**src/rtl/rv32i_types.sv**
```systemverilog
`default_nettype none
// ============================================================================
//  Module   : rv32i_types (package)
//  Purpose  : Shared types and access-alignment helpers for the MEM stage.
//  Revision : 1.0 - initial release
// ============================================================================
package rv32i_types;

    localparam int c_WORD_BYTES = 4;

    typedef enum logic [1:0] {
        IDLE = 2'd0,
        BUSY = 2'd1,
        DONE = 2'd2
    } mau_state_t;

    typedef enum logic [2:0] {
        F3_LB  = 3'b000,
        F3_LH  = 3'b001,
        F3_LW  = 3'b010,
        F3_LBU = 3'b100,
        F3_LHU = 3'b101
    } load_funct3_t;

    typedef enum logic [2:0] {
        F3_SB = 3'b000,
        F3_SH = 3'b001,
        F3_SW = 3'b010
    } store_funct3_t;

    // Lane mask for a store; unknown sizes fall back to a full word.
    function automatic logic [c_WORD_BYTES-1:0] store_be(input logic [2:0] f3,
                                                         input logic [1:0] off);
        case (f3)
            F3_SB:   return 4'b0001 << off;
            F3_SH:   return 4'b0011 << {off[1], 1'b0};
            default: return 4'b1111;
        endcase
    endfunction

    function automatic logic [31:0] store_wdata(input logic [2:0]  f3,
                                                input logic [31:0] d);
        case (f3)
            F3_SB:   return {4{d[7:0]}};
            F3_SH:   return {2{d[15:0]}};
            default: return d;
        endcase
    endfunction

    function automatic logic access_misaligned(input logic       is_load,
                                               input logic [2:0] f3,
                                               input logic [1:0] off);
        logic r;
        r = 1'b0;
        if (is_load) begin
            if ((f3 == F3_LH) || (f3 == F3_LHU)) r = off[0];
            else if (f3 == F3_LW)                r = (off != 2'b00);
        end else begin
            if (f3 == F3_SH)      r = off[0];
            else if (f3 == F3_SW) r = (off != 2'b00);
        end
        return r;
    endfunction

endpackage
`default_nettype wire

```
**src/rtl/mem_load_align.sv**
```systemverilog
`default_nettype none
// ============================================================================
//  Module   : mem_load_align
//  Purpose  : Selects the addressed lane of a read word and extends it.
//  Revision : 1.0 - initial release
// ============================================================================
module mem_load_align
    import rv32i_types::*;
(
    input  logic [31:0] rdata_i,
    input  logic [2:0]  funct3_i,
    input  logic [1:0]  off_i,
    output logic [31:0] data_o
);

    logic [7:0]  w_byte;
    logic [15:0] w_half;

    always_comb begin
        w_byte = rdata_i[{off_i, 3'b000} +: 8];
        // Halfword lane ignores off[0] so unaligned halves read the enclosing half.
        w_half = off_i[1] ? rdata_i[31:16] : rdata_i[15:0];
        case (funct3_i)
            F3_LB:   data_o = {{24{w_byte[7]}}, w_byte};
            F3_LH:   data_o = {{16{w_half[15]}}, w_half};
            F3_LBU:  data_o = {24'h000000, w_byte};
            F3_LHU:  data_o = {16'h0000, w_half};
            default: data_o = rdata_i;
        endcase
    end

endmodule
`default_nettype wire

```
**src/rtl/mem_access_unit.sv**
```systemverilog
`default_nettype none
// ============================================================================
//  Module   : mem_access_unit
//  Purpose  : MEM-stage load/store engine driving a single-outstanding dcache
//             port. Define MEM_MISALIGN_TRAP_EN to flag misaligned accesses.
//  Revision : 1.0 - initial release
// ============================================================================
module mem_access_unit
    import rv32i_types::*;
#(
    parameter int ADDR_W = 32,
    parameter int DATA_W = 32
) (
    input  logic                clk,
    input  logic                rst,
    input  logic                valid_i,
    input  logic                mem_read,
    input  logic                mem_write,
    input  logic [2:0]          funct3,
    input  logic [ADDR_W-1:0]   addr_i,
    input  logic [DATA_W-1:0]   store_data_i,
    output logic                stall_o,
    output logic                done_o,
    output logic [DATA_W-1:0]   load_data_o,
    output logic                misaligned_o,
    output logic                dmem_read,
    output logic                dmem_write,
    output logic [ADDR_W-1:0]   dmem_address,
    output logic [DATA_W-1:0]   dmem_wdata,
    output logic [3:0]          dmem_byte_enable,
    input  logic                dmem_resp,
    input  logic [DATA_W-1:0]   dmem_rdata
);

    mau_state_t          state_q;
    logic                is_load_q;
    logic [2:0]          funct3_q;
    logic [1:0]          off_q;
    logic                dmem_read_q;
    logic                dmem_write_q;
    logic [ADDR_W-1:0]   addr_q;
    logic [DATA_W-1:0]   wdata_q;
    logic [3:0]          be_q;
    logic [DATA_W-1:0]   load_data_q;
    logic                done_q;
    logic                mis_q;

    logic                w_accept;
    logic                w_is_load;
    logic [1:0]          w_off;
    logic                w_mis;
    logic [DATA_W-1:0]   w_load_ext;

    assign w_accept  = (state_q == IDLE) && valid_i && (mem_read || mem_write);
    assign w_is_load = mem_read;
    assign w_off     = addr_i[1:0];

`ifdef MEM_MISALIGN_TRAP_EN
    assign w_mis = access_misaligned(w_is_load, funct3, w_off);
`else
    assign w_mis = 1'b0;
`endif

    mem_load_align u_load_align (
        .rdata_i  (dmem_rdata),
        .funct3_i (funct3_q),
        .off_i    (off_q),
        .data_o   (w_load_ext)
    );

    always_ff @(posedge clk or posedge rst) begin
        if (rst) begin
            state_q      <= IDLE;
            is_load_q    <= 1'b0;
            funct3_q     <= 3'b000;
            off_q        <= 2'b00;
            dmem_read_q  <= 1'b0;
            dmem_write_q <= 1'b0;
            addr_q       <= '0;
            wdata_q      <= '0;
            be_q         <= 4'b0000;
            load_data_q  <= '0;
            done_q       <= 1'b0;
            mis_q        <= 1'b0;
        end else begin
            done_q <= 1'b0;
            mis_q  <= 1'b0;
            case (state_q)
                IDLE: begin
                    if (w_accept) begin
                        is_load_q <= w_is_load;
                        funct3_q  <= funct3;
                        off_q     <= w_off;
                        addr_q    <= {addr_i[ADDR_W-1:2], 2'b00};
                        wdata_q   <= store_wdata(funct3, store_data_i);
                        be_q      <= w_is_load ? 4'b1111 : store_be(funct3, w_off);
                        if (w_mis) begin
                            // Trapped access: skip the cache and report directly.
                            state_q     <= DONE;
                            done_q      <= 1'b1;
                            mis_q       <= 1'b1;
                            load_data_q <= '0;
                        end else begin
                            state_q      <= BUSY;
                            dmem_read_q  <= w_is_load;
                            dmem_write_q <= ~w_is_load;
                        end
                    end
                end
                BUSY: begin
                    if (dmem_resp) begin
                        dmem_read_q  <= 1'b0;
                        dmem_write_q <= 1'b0;
                        done_q       <= 1'b1;
                        state_q      <= DONE;
                        if (is_load_q) load_data_q <= w_load_ext;
                    end
                end
                DONE:    state_q <= IDLE;
                default: state_q <= IDLE;
            endcase
        end
    end

    assign stall_o          = w_accept || (state_q == BUSY);
    assign done_o           = done_q;
    assign misaligned_o     = mis_q;
    assign load_data_o      = load_data_q;
    assign dmem_read        = dmem_read_q;
    assign dmem_write       = dmem_write_q;
    assign dmem_address     = addr_q;
    assign dmem_wdata       = wdata_q;
    assign dmem_byte_enable = be_q;

endmodule
`default_nettype wire

```
**config.mk**
```make
export PLATFORM = sky130hd
export DESIGN_NAME = mem_access_unit
export DESIGN_NICKNAME = d
export VERILOG_FILES = /design/src/rtl/rv32i_types.sv /design/src/rtl/mem_load_align.sv /design/src/rtl/mem_access_unit.sv
export SDC_FILE = /design/constraint.sdc
export NUM_CORES = 1
export LEC_CHECK = 0
export ABC_AREA = 1
export ABC_CLOCK_PERIOD_IN_PS = 3900
export BUFFER_PORTS_ARGS = -buffer_cell sky130_fd_sc_hd__buf_2
export CORE_AREA = 2 2 115 117
export DETAILED_ROUTE_END_ITERATION = 6
export DIE_AREA = 0 0 117 119
export PLACE_DENSITY = 0.85
export SLEW_MARGIN = 10
export SYNTH_ARGS = -nofsm -noshare
export SYNTH_HDL_FRONTEND = slang
export SYNTH_SLANG_ARGS = --single-unit
```
**constraint.sdc**
```tcl
create_clock -name clk -period 3.9 [get_ports clk]
set_clock_uncertainty 0.1 [all_clocks]
set_input_delay 1.17 -clock clk [delete_from_list [all_inputs] [get_ports clk]]
set_output_delay 1.17 -clock clk [all_outputs]
set_load 0.03 [all_outputs]
```
Word level (Yosys, flattened, before mapping)
Index checks and enable logic that the tools add are counted.

Output and inout port bits: 105. Input bits: 105. Logic and storage cells: 49. Register bits after elaboration: 109.

Reductions and logical operators: 12. Mux-type cells: 15. Bitwise logic cells: 1. Shift-type cells: 3. Eq/ne operators: 7.

Operators by type and width (count): $pmux 32 s4 (1); $pmux 32 s2 (1); $shiftx 32x6->8 (1); $mux 16 (1); $pmux 4 s2 (1); $eq 3x1->1 const B (2); $eq 3x3->1 const B (2); $logic_not 3->1 (2); $reduce_and 3->1 (2); $mux 1 (5); $mux 2 (2); $mux 4 (1); $ne 2x2->1 const B (2); $pmux 1 s2 (2); $pmux 2 s2 (1); $reduce_and 2->1 (2); $shl 1x2->4 const A (1); $shl 2x2->4 const A (1); $eq 2x1->1 const B (1); $logic_and 1x1->1 (2); $logic_not 2->1 (1); $logic_or 1x1->1 (2); $reduce_bool 2->1 (1); $not 1->1 (1).

Depth between registers and ports, before layout
Depth in word-level cells: 5. Depth in mapped cells: 10. Mapped depth without buffers: 8.

Cells and area by module
A second synthesis with hierarchy kept.

Cell total of the unflattened synthesis: 759. Area, all modules: 5723.0 µm².

By module, submodules not included: mem_access_unit (cells an instance 565, area each 4668.2 µm², instances 1, sequential area each 2727.6 µm²); mem_load_align (cells an instance 194, area each 1054.8 µm², instances 1, sequential area each 0.0 µm²).

Worst setup path before layout
No wires, ideal clock.

Path kind: input to output. Start: in mem_write. End: out stall_o. Arrival time: 1.933 ns. Buffers on the path: 2. Cell stages on the path: 6. Required time: 2.630 ns. Slack: 0.697 ns. Path through: inv_1 > nand2_1 > nand3_2 > buf_4 > buf_2 > nand2_1.

Longest elaborated chain between the ends: 3.

RTL lines: from (decl) (line mem_access_unit.sv:18) `input logic mem_write,`; $logic_or 1x1->1 (line mem_access_unit.sv:54) `assign w_accept = (state_q == IDLE) && valid_i && (mem_read || mem_write);`; $logic_and 1x1->1 (line mem_access_unit.sv:54); $logic_or 1x1->1 (line mem_access_unit.sv:125) `assign stall_o = w_accept || (state_q == BUSY);`; to (decl) (line mem_access_unit.sv:22) `output logic stall_o,`.

Every way passes these cells.

Worst setup path in the final report
Start: in mem_read. End: out stall_o.

Longest elaborated chain between the ends: 3.

RTL lines: from (decl) (line mem_access_unit.sv:17) `input logic mem_read,`; $logic_or 1x1->1 (line mem_access_unit.sv:54); $logic_and 1x1->1 (line mem_access_unit.sv:54); $logic_or 1x1->1 (line mem_access_unit.sv:125).

Every way passes these cells.

==> metrics <==
Pwr Total=roughly 5.0 mW; first-pass GRT wire length=~23 mm; Final Setup Violations=0; critical-path cell list=buf_2 -> inv_1 -> nand2_1 -> nand3_2 -> nand2_1 -> buf_2; Non-Filler Instances=1108; reg-to-reg slack, setup=between 1500 and 2000 ps; Clk pin slew, worst setup/hold paths=approximately 70 ps; Slew @ Worst Pin=1110 ps; final wirelength=about 14 mm; crit end category=primary output; switching pwr=roughly 2.3 mW; RSZ-0062 raised after global routing=false; CTS Buf Count=9; CP top delay family=buffers and inverters; Place WS=just under 900 ps; Die X=between 100 and 150 µm; PwrDens=720 nW/µm²; worst r2r path cells=7; final hold slack=about 380 ps; Tcrit/Tclk final=~77%; post-cts resize count=0; Slew HR=approximately 26%; CTS root buffer=clkbuf_16; Synth Register Bits=between 100 and 150; CTS H-tree depth=3; leakage power=~4 nW; VDD IR-drop max=0.348 mV; worst setup margin=about 900 ps; CTS tree=done; post-synthesis cell type count=31; Setup Buffers After CTS=0; Net Sw Frac=45.9%; Die H=about 120 µm; Int Pwr=roughly 2.7 mW; worst min path class=flip-flop to flip-flop; GP Congestion=0.886; Sink Count=about 110; critical-path maximum fanout=4; hold buffers post-CTS=0; final hold violations=0; Reg-to-Reg End=load_data_o[18]$_DFFE_PP0P_; Crit path depth=6; Starting Density=between 40% and 50%; final core occ=about 54%; hold endpoint=load_data_o[5]$_DFFE_PP0P_; initial antenna violation count=0; post-synthesis sequential area ratio=48.6%; reg2reg start=funct3_q[1]$_DFFE_PP0P_; CP max-delay cell=buf_2; gr usage total=about a fifth; Antenna Nets Post-Route=0; 1st-iter DRT viols=441; latest clock arrival within the worst-skew pair=around 350 ps; origin of the worst min-delay path=load_data_o[5]$_DFFE_PP0P_; via count=5209; post-route cell area=approximately 7000 µm²; drt first pass iters=6; post-DR wirelength/cell=~13 µm; Die Area=~14000 µm²; Setup CP Type=input port to primary output; Hold Path Stages=2; Area Growth Syn to Fin=24.2%; share of cells above drive strength 1=between 20 and 30%; dpl hpwl=~10 mm; cell area after synthesis=between 5000 and 6000 µm²; port bufs=206; Flop pwr share=between 30% and 40%; largest net degree at the start of global routing=64; Placed Cells=between 1000 and 1500; vias in the first global route=4729; critical path startpoint category=input port; number of max-cap violations=0; combinational share of power=between 40% and 50%; Clock Tree Buf Depth=2; row cnt=42; # DRC=0; total grt overflow=0; Final Max Slew Viols=0; crit path buf inv count=3; nets=1032; Core Region=12900 µm²; critical path data required time=around 2600 ps; minimum clock period=between 3000 and 4000 ps; I/O pin total=between 200 and 250; syn_area_per_cell=around 7.6 µm²; outcome=completed; n_diodes=0; Cells after Synth=739; final setup TNS=0 ps; critical path arrival=around 1700 ps; Clock power frac=between 15 and 20%; yosys warns=0; Peak Freq=332 MHz; CP peak stage delay=around 180 ps; placed instance area=approximately 6700 µm²; drt via density=4.70
==> worst min-delay path, delay by kind of cell, from the launching register on <==
family,cells,cell delay [ps]
flops,1,340
simple gates,2,110
==> layout make-up <==
class	count	area [µm²]
fill	1243	5900
timing repair buffer	213	1100
inverter	106	409
clock buffer	9	225
tap	176	220
sequential	109	2730
multi-input combinational	488	2220
clock inverter	7	73.8
==> placed cells by master (no fill, tap or decap), types with 2 or more instances in the layout <==
cell type   netlist  routed
nor3_2            2       2
inv_2             2       2
nor2_1           44      44
clkbuf_16         0       9
o21ai_0          46      46
a21oi_1          25      25
conb_1            1       3
a2bb2oi_1        15      15
nor2_4            3       3
inv_6             1       3
dfrtp_1         109     109
nand2_2           4       4
clkinvlp_4        0       2
nor2_2            3       3
nand2_4           3       3
nand2_1         297     297
buf_2            11     206
nand3_2          12      12
clkinv_2          0       2
buf_4             7       6
or2_2             2       2
o21ai_1           6       6
inv_1           102     101
nand3_1          16      16
==> power groups by stage <==
stage	registers [mW]	clock network [mW]	logic, mW
floorplan	2.54	0	0.949
global placement	1.84	0	2.24
detailed placement	1.84	0	2.29
CTS	1.83	0.941	2.29
global route	1.89	0.989	2.49
finish	1.84	0.919	2.27
==> Yosys cell counts <==
| library cell | instances | area (µm²) |
|---|---|---|
| o21bai_1 | 1 | 7.51 |
| inv_1 | 102 | 383 |
| a2bb2oi_2 | 1 | 15.0 |
| nor2_4 | 3 | 33.8 |
| nand3_2 | 12 | 120 |
| conb_1 | 1 | 3.75 |
| nor3_1 | 1 | 5.00 |
| buf_4 | 7 | 52.6 |
| buf_6 | 11 | 124 |
| o21ai_1 | 6 | 30.0 |
| nand3_4 | 1 | 17.5 |
| inv_2 | 2 | 7.51 |
| nand2_1 | 297 | 1110 |
| inv_4 | 1 | 6.26 |
| or2_2 | 2 | 12.5 |
| nand2_4 | 3 | 33.8 |
| nor2_1 | 44 | 165 |
| nor3_2 | 2 | 20.0 |
| o22ai_2 | 1 | 12.5 |
| nand4_1 | 1 | 6.26 |
| inv_6 | 1 | 8.76 |
| a21oi_1 | 25 | 125 |
| buf_2 | 11 | 55.1 |
| nand3_1 | 16 | 80.1 |
| clkbuf_1 | 9 | 33.8 |
| a2bb2oi_1 | 15 | 131 |
| o21ai_0 | 46 | 230 |
| dfrtp_1 | 109 | 2730 |
| nand2_2 | 4 | 25.0 |
| a21oi_2 | 1 | 8.76 |
| nor2_2 | 3 | 18.8 |
==> how the worst max path moves through the flow <==
stage | from | endpoint | slack, ps
global route | mem_read | stall_o | 840
finish | mem_read | stall_o | 890
CTS | mem_read | stall_o | 870
global placement | mem_read | stall_o | 880
floorplan | mem_write | stall_o | 700
detailed placement | mem_read | stall_o | 880
==> cell families (layout without fill, tap and decap cells) <==
family                 count (synthesis)  in the layout  share of synthesized area [%]
AND/OR/NAND/NOR                      389            389                           29.4
other                                  1              3                         0.0668
flip-flops                           109            109                           48.6
buffers and inverters                144            335                           11.9
AO/OA/AOI/OAI                         96             96                           9.98
==> state kept, by name (all words and copies together) (netlist names) <==
name and flops:
load_data_o 32, funct3_q 3, dmem_wdata 32, dmem_byte_enable 4, state_q 2, dmem_address 30
off_q 2, dmem_write 1, dmem_read 1, done_o 1, is_load_q 1
==> metal layers <==
layer / share of wire, % / vias up / global-route usage (%)
li1: - / 2614 / -
met1: 45 / 2348 / 28.5
met2: 45 / 223 / 31.3
met3: 7.8 / 24 / 5.04
met4: 2.1 / 0 / 8.01
met5: 0 / - / 0
Power figures use the tool's default switching activity.
